**config.mk**
```make
export PLATFORM = sky130hd
export DESIGN_NAME = i2c_scl_gen
export DESIGN_NICKNAME = d
export VERILOG_FILES = /design/src/rtl/i2c_scl_gen.sv
export SDC_FILE = /design/constraint.sdc
export NUM_CORES = 1
export LEC_CHECK = 0
export CAP_MARGIN = 15
export CORE_MARGIN = 5
export CORE_UTILIZATION = 49
export CTS_CLUSTER_DIAMETER = 40
export CTS_CLUSTER_SIZE = 16
export DETAILED_ROUTE_END_ITERATION = 8
export PLACE_DENSITY = 0.87
export REMOVE_ABC_BUFFERS = 1
export SETUP_SLACK_MARGIN = 0.3
export SYNTH_ARGS = -nofsm -noshare
export SYNTH_HDL_FRONTEND = slang
export SYNTH_SLANG_ARGS = --single-unit
```
**constraint.sdc**
```tcl
create_clock -name clk -period 2.36 [get_ports clk]
set_input_delay 0.472 -clock clk [delete_from_list [all_inputs] [get_ports clk]]
set_output_delay 0.472 -clock clk [all_outputs]
set_load 0.01 [all_outputs]
```
**src/rtl/i2c_scl_gen.sv**
```systemverilog
// -----------------------------------------------------------------------------
// i2c_scl_gen
//
// Four-phase I2C SCL generator for the DE0-Nano I2C master. Divides clk down
// to 100 kHz, 400 kHz, 1 MHz or a run-time quarter-period, honours slave clock
// stretching, and emits one-cycle phase strobes for the bit engine.
//
// Optional feature macro: I2C_SCL_STRETCH_EN
//   defined   : scl_in is synchronised and HIGH1 waits for SCL to read high
//               (stretch support); unstretched period is 4Q+2 cycles.
//   undefined : scl_in is ignored, HIGH1 always lasts Q cycles, stretching
//               is tied low; period is exactly 4Q cycles.
//
// Parameters:
//   CLK_HZ      system clock frequency in Hz
//   CNT_W       width of the quarter-period counter and custom_div
//
// Ports:
//   clk         system clock
//   reset       synchronous, active-high reset
//   enable      request SCL clocking (level)
//   mode        00 = 100 kHz, 01 = 400 kHz, 10 = 1 MHz, 11 = custom_div
//   custom_div  quarter-period in clk cycles for mode 11 (0/1 forced to 2)
//   scl_in      SCL pad readback (asynchronous)
//   scl_oe      1 = pull SCL low, 0 = release
//   fall_stb    one-cycle pulse on entry to LOW1 (SCL driven low)
//   change_stb  one-cycle pulse on entry to LOW2 (SDA may change)
//   rise_stb    one-cycle pulse on entry to HIGH1 (SCL released)
//   sample_stb  one-cycle pulse on entry to HIGH2 (sample SDA)
//   busy        1 whenever the FSM is not in IDLE
//   stretching  1 while released SCL is held low by a slave
//
// State table:
//   state  | meaning
//   IDLE   | SCL released, counter held at 0, waiting for enable
//   LOW1   | first quarter, SCL driven low
//   LOW2   | second quarter, SCL driven low (SDA change point at entry)
//   HIGH1  | third quarter, SCL released; counter waits for SCL to read high
//   HIGH2  | fourth quarter, SCL released (SDA sample point at entry)
// -----------------------------------------------------------------------------
module i2c_scl_gen #(
    parameter int CLK_HZ = 50_000_000,
    parameter int CNT_W  = 10
) (
    input  logic             clk,
    input  logic             reset,
    input  logic             enable,
    input  logic [1:0]       mode,
    input  logic [CNT_W-1:0] custom_div,
    input  logic             scl_in,
    output logic             scl_oe,
    output logic             fall_stb,
    output logic             change_stb,
    output logic             rise_stb,
    output logic             sample_stb,
    output logic             busy,
    output logic             stretching
);

    typedef enum logic [2:0] {
        S_IDLE  = 3'd0,
        S_LOW1  = 3'd1,
        S_LOW2  = 3'd2,
        S_HIGH1 = 3'd3,
        S_HIGH2 = 3'd4
    } state_t;

    // Quarter-period lengths, truncated integer division of the clock rate.
    localparam logic [CNT_W-1:0] Q_100K = CNT_W'(CLK_HZ / 400_000);
    localparam logic [CNT_W-1:0] Q_400K = CNT_W'(CLK_HZ / 1_600_000);
    localparam logic [CNT_W-1:0] Q_1M   = CNT_W'(CLK_HZ / 4_000_000);
    localparam logic [CNT_W-1:0] Q_MIN  = CNT_W'(2);
    localparam logic [CNT_W-1:0] ONE    = CNT_W'(1);

    state_t           state;
    state_t           state_nxt;
    logic [CNT_W-1:0] cnt;
    logic [CNT_W-1:0] cnt_nxt;
    logic [CNT_W-1:0] q_reg;
    logic [CNT_W-1:0] q_sel;
    logic [CNT_W-1:0] q_last;
    logic             cnt_last;
    logic             high_adv;

    logic             scl_oe_nxt;
    logic             busy_nxt;
    logic             fall_nxt;
    logic             change_nxt;
    logic             rise_nxt;
    logic             sample_nxt;

    // -------------------------------------------------------------------------
    // Rate selection; only sampled into q_reg on LOW1 entry, so a mode change
    // mid-period never disturbs the period in flight.
    // -------------------------------------------------------------------------
    always_comb begin
        q_sel = Q_100K;
        case (mode)
            2'b00:   q_sel = Q_100K;
            2'b01:   q_sel = Q_400K;
            2'b10:   q_sel = Q_1M;
            default: q_sel = (custom_div < Q_MIN) ? Q_MIN : custom_div;
        endcase
    end

    assign q_last   = q_reg - ONE;
    assign cnt_last = (cnt == q_last);

    // -------------------------------------------------------------------------
    // SCL readback and stretch detection
    // -------------------------------------------------------------------------
`ifdef I2C_SCL_STRETCH_EN
    logic       sync_q1;
    logic       scl_s;
    logic [1:0] high_age;

    always_ff @(posedge clk) begin
        if (reset) begin
            sync_q1 <= 1'b1;
            scl_s   <= 1'b1;
        end else begin
            sync_q1 <= scl_in;
            scl_s   <= sync_q1;
        end
    end

    // Saturating age of the current HIGH1 visit; 0 in the entry cycle.
    always_ff @(posedge clk) begin
        if (reset) begin
            high_age <= 2'd0;
        end else if (state != S_HIGH1) begin
            high_age <= 2'd0;
        end else if (high_age != 2'd3) begin
            high_age <= high_age + 2'd1;
        end
    end

    assign high_adv = scl_s;

    // The first cycles of HIGH1 always see scl_s low because of the
    // synchronizer; the age gate keeps that normal rise from being flagged.
    assign stretching = (state == S_HIGH1) && !scl_s && (high_age == 2'd3);
`else
    logic unused_scl_in;

    assign unused_scl_in = scl_in;
    assign high_adv      = 1'b1;
    assign stretching    = 1'b0;
`endif

    // -------------------------------------------------------------------------
    // FSM: state register
    // -------------------------------------------------------------------------
    always_ff @(posedge clk) begin
        if (reset) begin
            state <= S_IDLE;
            cnt   <= '0;
        end else begin
            state <= state_nxt;
            cnt   <= cnt_nxt;
        end
    end

    // -------------------------------------------------------------------------
    // FSM: next state, counter and output decode
    // -------------------------------------------------------------------------
    always_comb begin
        state_nxt = state;
        cnt_nxt   = cnt + ONE;

        case (state)
            S_IDLE: begin
                cnt_nxt = '0;
                if (enable) begin
                    state_nxt = S_LOW1;
                end
            end
            S_LOW1: begin
                if (cnt_last) begin
                    state_nxt = S_LOW2;
                    cnt_nxt   = '0;
                end
            end
            S_LOW2: begin
                if (cnt_last) begin
                    state_nxt = S_HIGH1;
                    cnt_nxt   = '0;
                end
            end
            S_HIGH1: begin
                if (!high_adv) begin
                    cnt_nxt = cnt;
                end else if (cnt_last) begin
                    state_nxt = S_HIGH2;
                    cnt_nxt   = '0;
                end
            end
            S_HIGH2: begin
                if (cnt_last) begin
                    state_nxt = enable ? S_LOW1 : S_IDLE;
                    cnt_nxt   = '0;
                end
            end
            default: begin
                state_nxt = S_IDLE;
                cnt_nxt   = '0;
            end
        endcase

        scl_oe_nxt = (state_nxt == S_LOW1) || (state_nxt == S_LOW2);
        busy_nxt   = (state_nxt != S_IDLE);
        fall_nxt   = (state_nxt == S_LOW1)  && (state != S_LOW1);
        change_nxt = (state_nxt == S_LOW2)  && (state != S_LOW2);
        rise_nxt   = (state_nxt == S_HIGH1) && (state != S_HIGH1);
        sample_nxt = (state_nxt == S_HIGH2) && (state != S_HIGH2);
    end

    // -------------------------------------------------------------------------
    // Registered outputs and quarter-period latch
    // -------------------------------------------------------------------------
    always_ff @(posedge clk) begin
        if (reset) begin
            scl_oe     <= 1'b0;
            busy       <= 1'b0;
            fall_stb   <= 1'b0;
            change_stb <= 1'b0;
            rise_stb   <= 1'b0;
            sample_stb <= 1'b0;
        end else begin
            scl_oe     <= scl_oe_nxt;
            busy       <= busy_nxt;
            fall_stb   <= fall_nxt;
            change_stb <= change_nxt;
            rise_stb   <= rise_nxt;
            sample_stb <= sample_nxt;
        end
    end

    always_ff @(posedge clk) begin
        if (reset) begin
            q_reg <= Q_100K;
        end else if (fall_nxt) begin
            q_reg <= q_sel;
        end
    end

endmodule
```
Word-level counts from Yosys, hierarchy flattened
Index checks and enable logic that the tools add are counted.
{"block": "word_totals", "inputBits": 16, "ff_bits": 29, "output_inout_bits": 7}
{"block": "classes", "add_sub_neg": 2, "n_mux": 9, "n_eq_ne": 15, "reduce_logical": 10, "n_lt_le_gt_ge": 1, "bitwise": 1}
{"op": "10-bit one-hot mux with 3 select lines", "n": 1}
{"op": "3-bit 2-to-1 mux", "n": 5}
{"op": "3-bit one-hot mux with 5 select lines", "n": 1}
{"op": "3-bit by 2-bit equality test with 1-bit output, second input constant", "n": 4}
{"op": "10-bit by 1-bit adder with 10-bit output, second input constant", "n": 1}
{"op": "10-bit equality test", "n": 1}
{"op": "10-bit by 2-bit < comparator with 1-bit output, second input constant", "n": 1}
{"op": "10-bit 2-to-1 mux", "n": 1}
{"op": "10-bit by 1-bit subtractor with 10-bit output, second input constant", "n": 1}
{"op": "3-bit by 1-bit equality test with 1-bit output, second input constant", "n": 2}
{"op": "3-bit equality test, second input constant", "n": 2}
{"op": "3-bit by 2-bit != test with 1-bit output, second input constant", "n": 2}
{"op": "1-bit logical AND", "n": 4}
{"op": "4-bit OR reduction", "n": 1}
{"op": "3-bit zero test", "n": 1}
{"op": "3-bit by 1-bit != test with 1-bit output, second input constant", "n": 1}
{"op": "3-bit != test, second input constant", "n": 1}
{"op": "3-bit nonzero test", "n": 1}
{"op": "3-bit OR reduction", "n": 1}
{"op": "2-bit by 1-bit equality test with 1-bit output, second input constant", "n": 1}
{"op": "2-bit equality test, second input constant", "n": 1}
{"op": "2-bit zero test", "n": 1}
{"op": "1-bit logical OR", "n": 1}
{"op": "1-bit 2-to-1 mux", "n": 1}
{"op": "1-bit NOT", "n": 1}

Longest topological paths before layout
{"block": "logic_depth", "word_depth": 6, "depth_mapped": 11, "depth_no_buf": 9}

Worst setup path after synthesis
No wires, ideal clock.
{"block": "synth_timing", "path_kind": "register to register", "startpoint": "register q_reg[0]", "endpoint": "register q_reg[0]", "synth_period_minus_slack_ps": 2533, "setup_slack_ps": -173, "arrival_time_ps": 2462, "setup_ps": 72, "required_time_ps": 2288, "path_stages_with_launch": 12, "cell_sequence": "dfxtp_1 buf_6 inv_1 ha_1 nor3b_1 a211oi_1 a311o_1 and4b_1 nand2_4 a21o_1 buf_6 mux2i_1"}
{"block": "synth_between", "elab_chain_len": 6}
{"element": "start, declared", "line_no": "79", "source": "logic [CNT_W-1:0] q_reg;"}
{"element": "start signal, assigned", "line_no": "243", "source": "q_reg <= q_sel;"}
{"element": "10-bit by 1-bit subtractor with 10-bit output *", "line_no": "106", "source": "assign q_last = q_reg - ONE;"}
{"element": "10-bit equality test *", "line_no": "107", "source": "assign cnt_last = (cnt == q_last);"}
{"element": "3-bit 2-to-1 mux (on tied branches)"}
{"element": "3-bit one-hot mux with 5 select lines *", "line_no": "171", "source": "case (state)"}
{"element": "3-bit by 1-bit equality test with 1-bit output *", "line_no": "212", "source": "fall_nxt = (state_nxt == S_LOW1) && (state != S_LOW1);"}
{"element": "1-bit logical AND *", "line_no": "212"}
Every way passes the cells marked *; elsewhere a longest branch is shown, timed or not.
A chain may end at the register's enable or synchronous reset.

Worst setup path in the final report
{"block": "layout_timing", "startpoint": "register q_reg[0]", "endpoint": "register q_reg[2]"}
Same word-level chain as after synthesis.

==> flow_metrics.tcl <==
set metrics [dict create \
    hold_end "q_reg[8]$_SDFFE_PP0P_" \
    clockPowerShare_pct 33.6 \
    irDropWorstVdd_mv 0.3493 \
    drive_gt1_share_pct 17.90 \
    coreArea_um2 3311 \
    p_per_area_nw_per_um2 477.3 \
    syn_area_per_cell_um2 8.515 \
    max_slew_margin_pct 32.69 \
    htreeDepth 2 \
    grt_first_pass_wirelength_mm 5.561 \
    reg2reg_to "q_reg[2]$_SDFFE_PP1P_" \
    rsz0062_at_grt "true" \
    required_ns 2.58 \
    hold_path_depth 2 \
    multi_input_area_um2 1060 \
    hp-start "q_reg[8]$_SDFFE_PP0P_" \
    ant_nets 0 \
    synth_cells 195 \
    placedInstanceArea_um2 1976 \
    ys_types 42 \
    critPathArrivalTime_ns 2.74 \
    fin_ws_ns -0.1577 \
    failed_checks "setup timing" \
    seqCellArea_um2 581.8 \
    cts.path.max_buffers 2 \
    antenna_found_initial 0 \
    slew_viol_final 0 \
    dr.pass1.iters 4 \
    overflow 0 \
    cp-start-kind "register" \
    finalCriticalPeriod_ns 2.518 \
    vias 1444 \
    outcome "finished with violations" \
    power.net_switching_w 0.0002586 \
    numCtsBuffers 5 \
    r2r_cells 8 \
    synth_area_leader_cell "dfxtp_1" \
    synth-seq-cells 29 \
    gp_congestion 0.8724 \
    cts_root_buffer "clkbuf_4" \
    post-place-ws_ns -0.2368 \
    reg2reg_from "q_reg[0]$_SDFFE_PP1P_" \
    via_per_inst 5.251 \
    critPathKind "reg -> reg" \
    post_drt_wl_per_cell_um 12.21 \
    grt_max_degree 27 \
    crit_path_end_kind "register" \
    synth_area_um2 1660 \
    critPathSlowestCell "or4_4" \
    min_path_type "reg -> reg" \
    grtUsageTotal_pct 16.13 \
    clkLatencyLatePin_ns 0.34 \
    leakage_nw 0.8158 \
    synth_seq_area_share_pct 34.97 \
    floorplan.initialDensity_pct 50.15 \
    synthToLayoutAreaGrowth_pct 28.64 \
    die_x_um 68.21 \
    crit_top_cell "or4_4" \
    yosysWarnings 0 \
    tightest_slew_ns 1.002 \
    p_comb_share_pct 15.0 \
    dp_cells 263 \
    hold_ws_ns 0.5052 \
    final_cells 275 \
    p_int_w 0.0007608 \
    finalHoldViolCount 0 \
    setup_viol_count_final 25 \
    first_global_vias 1288 \
    design_area_um2 2136 \
    dp_hpwl_mm 2.327 \
    cts_sinks 29 \
    final_nets 246 \
    layout_commonest_cell "dfxtp_1" \
    cts_tree "done" \
    synthFlopType "dfxtp_1" \
    synth_edf_count 0 \
    post-route-period-util_pct 106.7 \
    fmax_mhz 397.2 \
    diodes 0 \
    die_area_um2 4653 \
    wl_mm 3.359 \
    portBuffers 20 \
    ctsHoldBuffers 0 \
    synth_top_area_share_pct 34.97 \
    clkTransAtPathRegs_ns 0.09 \
    remaining_drc_errors 0 \
    io_pins 23 \
    final_cell_mix "dfxtp_1, nor2_1, clkdlybuf4s50_1" \
    rrSetupSlack_ns -0.16 \
    fill_cells 277 \
    cp_cell_sequence "or4_4, o21a_1, or4_4, a22oi_4, nand2_4, a21o_1, buf_12, mux2i_1" \
    fp-row-count 21 \
    critical_path.max_stage_delay_ns 0.54 \
    maxCapViolCount 0 \
    p_sw_share_pct 25.37 \
    synth-async-reset-ratio_pct 0 \
    die_y_um 68.21 \
    seq_power_share_pct 51.3 \
    power_w 0.001019 \
    cp_max_fo 12 \
    synth.area.top_cells "dfxtp_1, mux2i_1, nor2_1, xnor2_1, xor2_1" \
    drt_iter0_drc 59 \
    finClkSkew_ns 0.008669 \
]
[critical path, delay by kind of cell (launching register included)]
family | cells | cell delay [ns]
flip-flops | 1 | 0.35
buffers and inverters | 1 | 0.16
multiplexers | 1 | 0.12
AND/OR/NAND/NOR | 3 | 1.11
AO/OA/AOI/OAI | 3 | 0.65
[cells in the mapped netlist, types with 5 or more instances]
cell type / number
nand2_1: 11
nand3_1: 9
nor3_1: 7
nor2_1: 28
clkbuf_1: 9
xnor2_1: 11
xor2_1: 10
nor4_1: 8
dfxtp_1: 29
nand3b_1: 5
mux2i_1: 12
[power groups by stage]
stage	clock, W	combinational [W]	sequential, W
floorplan	0	0.0000734	0.000533
global placement	0	0.000143	0.000533
detailed placement	0	0.000145	0.000533
CTS	0.000351	0.000150	0.000522
global route	0.000378	0.000167	0.000527
finish	0.000343	0.000153	0.000523
[metal layers]
metal / GRT usage (%) / vias up / part of all wire, %
met2: 24.55 / 33 / 47
li1: - / 761 / -
met3: 3.941 / 10 / 4.6
met4: 10.17 / 0 / 3.2
met1: 20.26 / 640 / 46
met5: 0 / - / 0
[area by class of cell]
cell class | instances | area share (%)
clock buffer | 7 | 3.046
tap | 46 | 2.695
timing repair buffer | 38 | 16.46
clock inverter | 1 | 0.2343
multi-input combinational | 150 | 49.62
sequential | 29 | 27.24
inverter | 4 | 0.7030
[logic make-up (layout without fill, tap and decap cells)]
logic type	Yosys count	in the layout	synth area share [%]
AND/OR/NAND/NOR	90	91	28.86
flip-flops	29	29	34.97
AO/OA/AOI/OAI	23	23	11.15
XOR/XNOR	21	21	11.08
buffers and inverters	17	50	4.973
multiplexers	12	12	7.235
adder cells (fa/ha/maj)	2	2	1.507
other	1	1	0.2259
[per-stage QoR]
step                      setup TNS (ns)  utilization, %
after floorplan                   -2.855               -
after global placement            -2.695           59.68
after detailed placement          -3.496           59.68
after CTS                         -1.584           63.38
after global routing              -4.045           64.51
final                             -1.975           64.51
[what timing repair did]
item / in CTS / in global routing
cloned: 0 / 1
setup endpoints to repair: 29 / 29
pin swaps: 0 / 1
resized for setup: 8 / 4
buffers inserted: 2 / 1
[worst max-delay path by stage]
stage | cells past startpoint | slack [ns] | endpoint | startpoint
floorplan | 9 | -0.25 | q_reg[0]$_SDFFE_PP1P_ | q_reg[0]$_SDFFE_PP1P_
global route | 8 | -0.22 | q_reg[5]$_SDFFE_PP1P_ | q_reg[0]$_SDFFE_PP1P_
global placement | 10 | -0.19 | q_reg[3]$_SDFFE_PP1P_ | q_reg[0]$_SDFFE_PP1P_
CTS | 8 | -0.15 | q_reg[2]$_SDFFE_PP1P_ | q_reg[0]$_SDFFE_PP1P_
detailed placement | 10 | -0.24 | q_reg[2]$_SDFFE_PP1P_ | q_reg[0]$_SDFFE_PP1P_
finish | 8 | -0.16 | q_reg[2]$_SDFFE_PP1P_ | q_reg[0]$_SDFFE_PP1P_
Note: power is estimated with default switching activity, not from simulation.
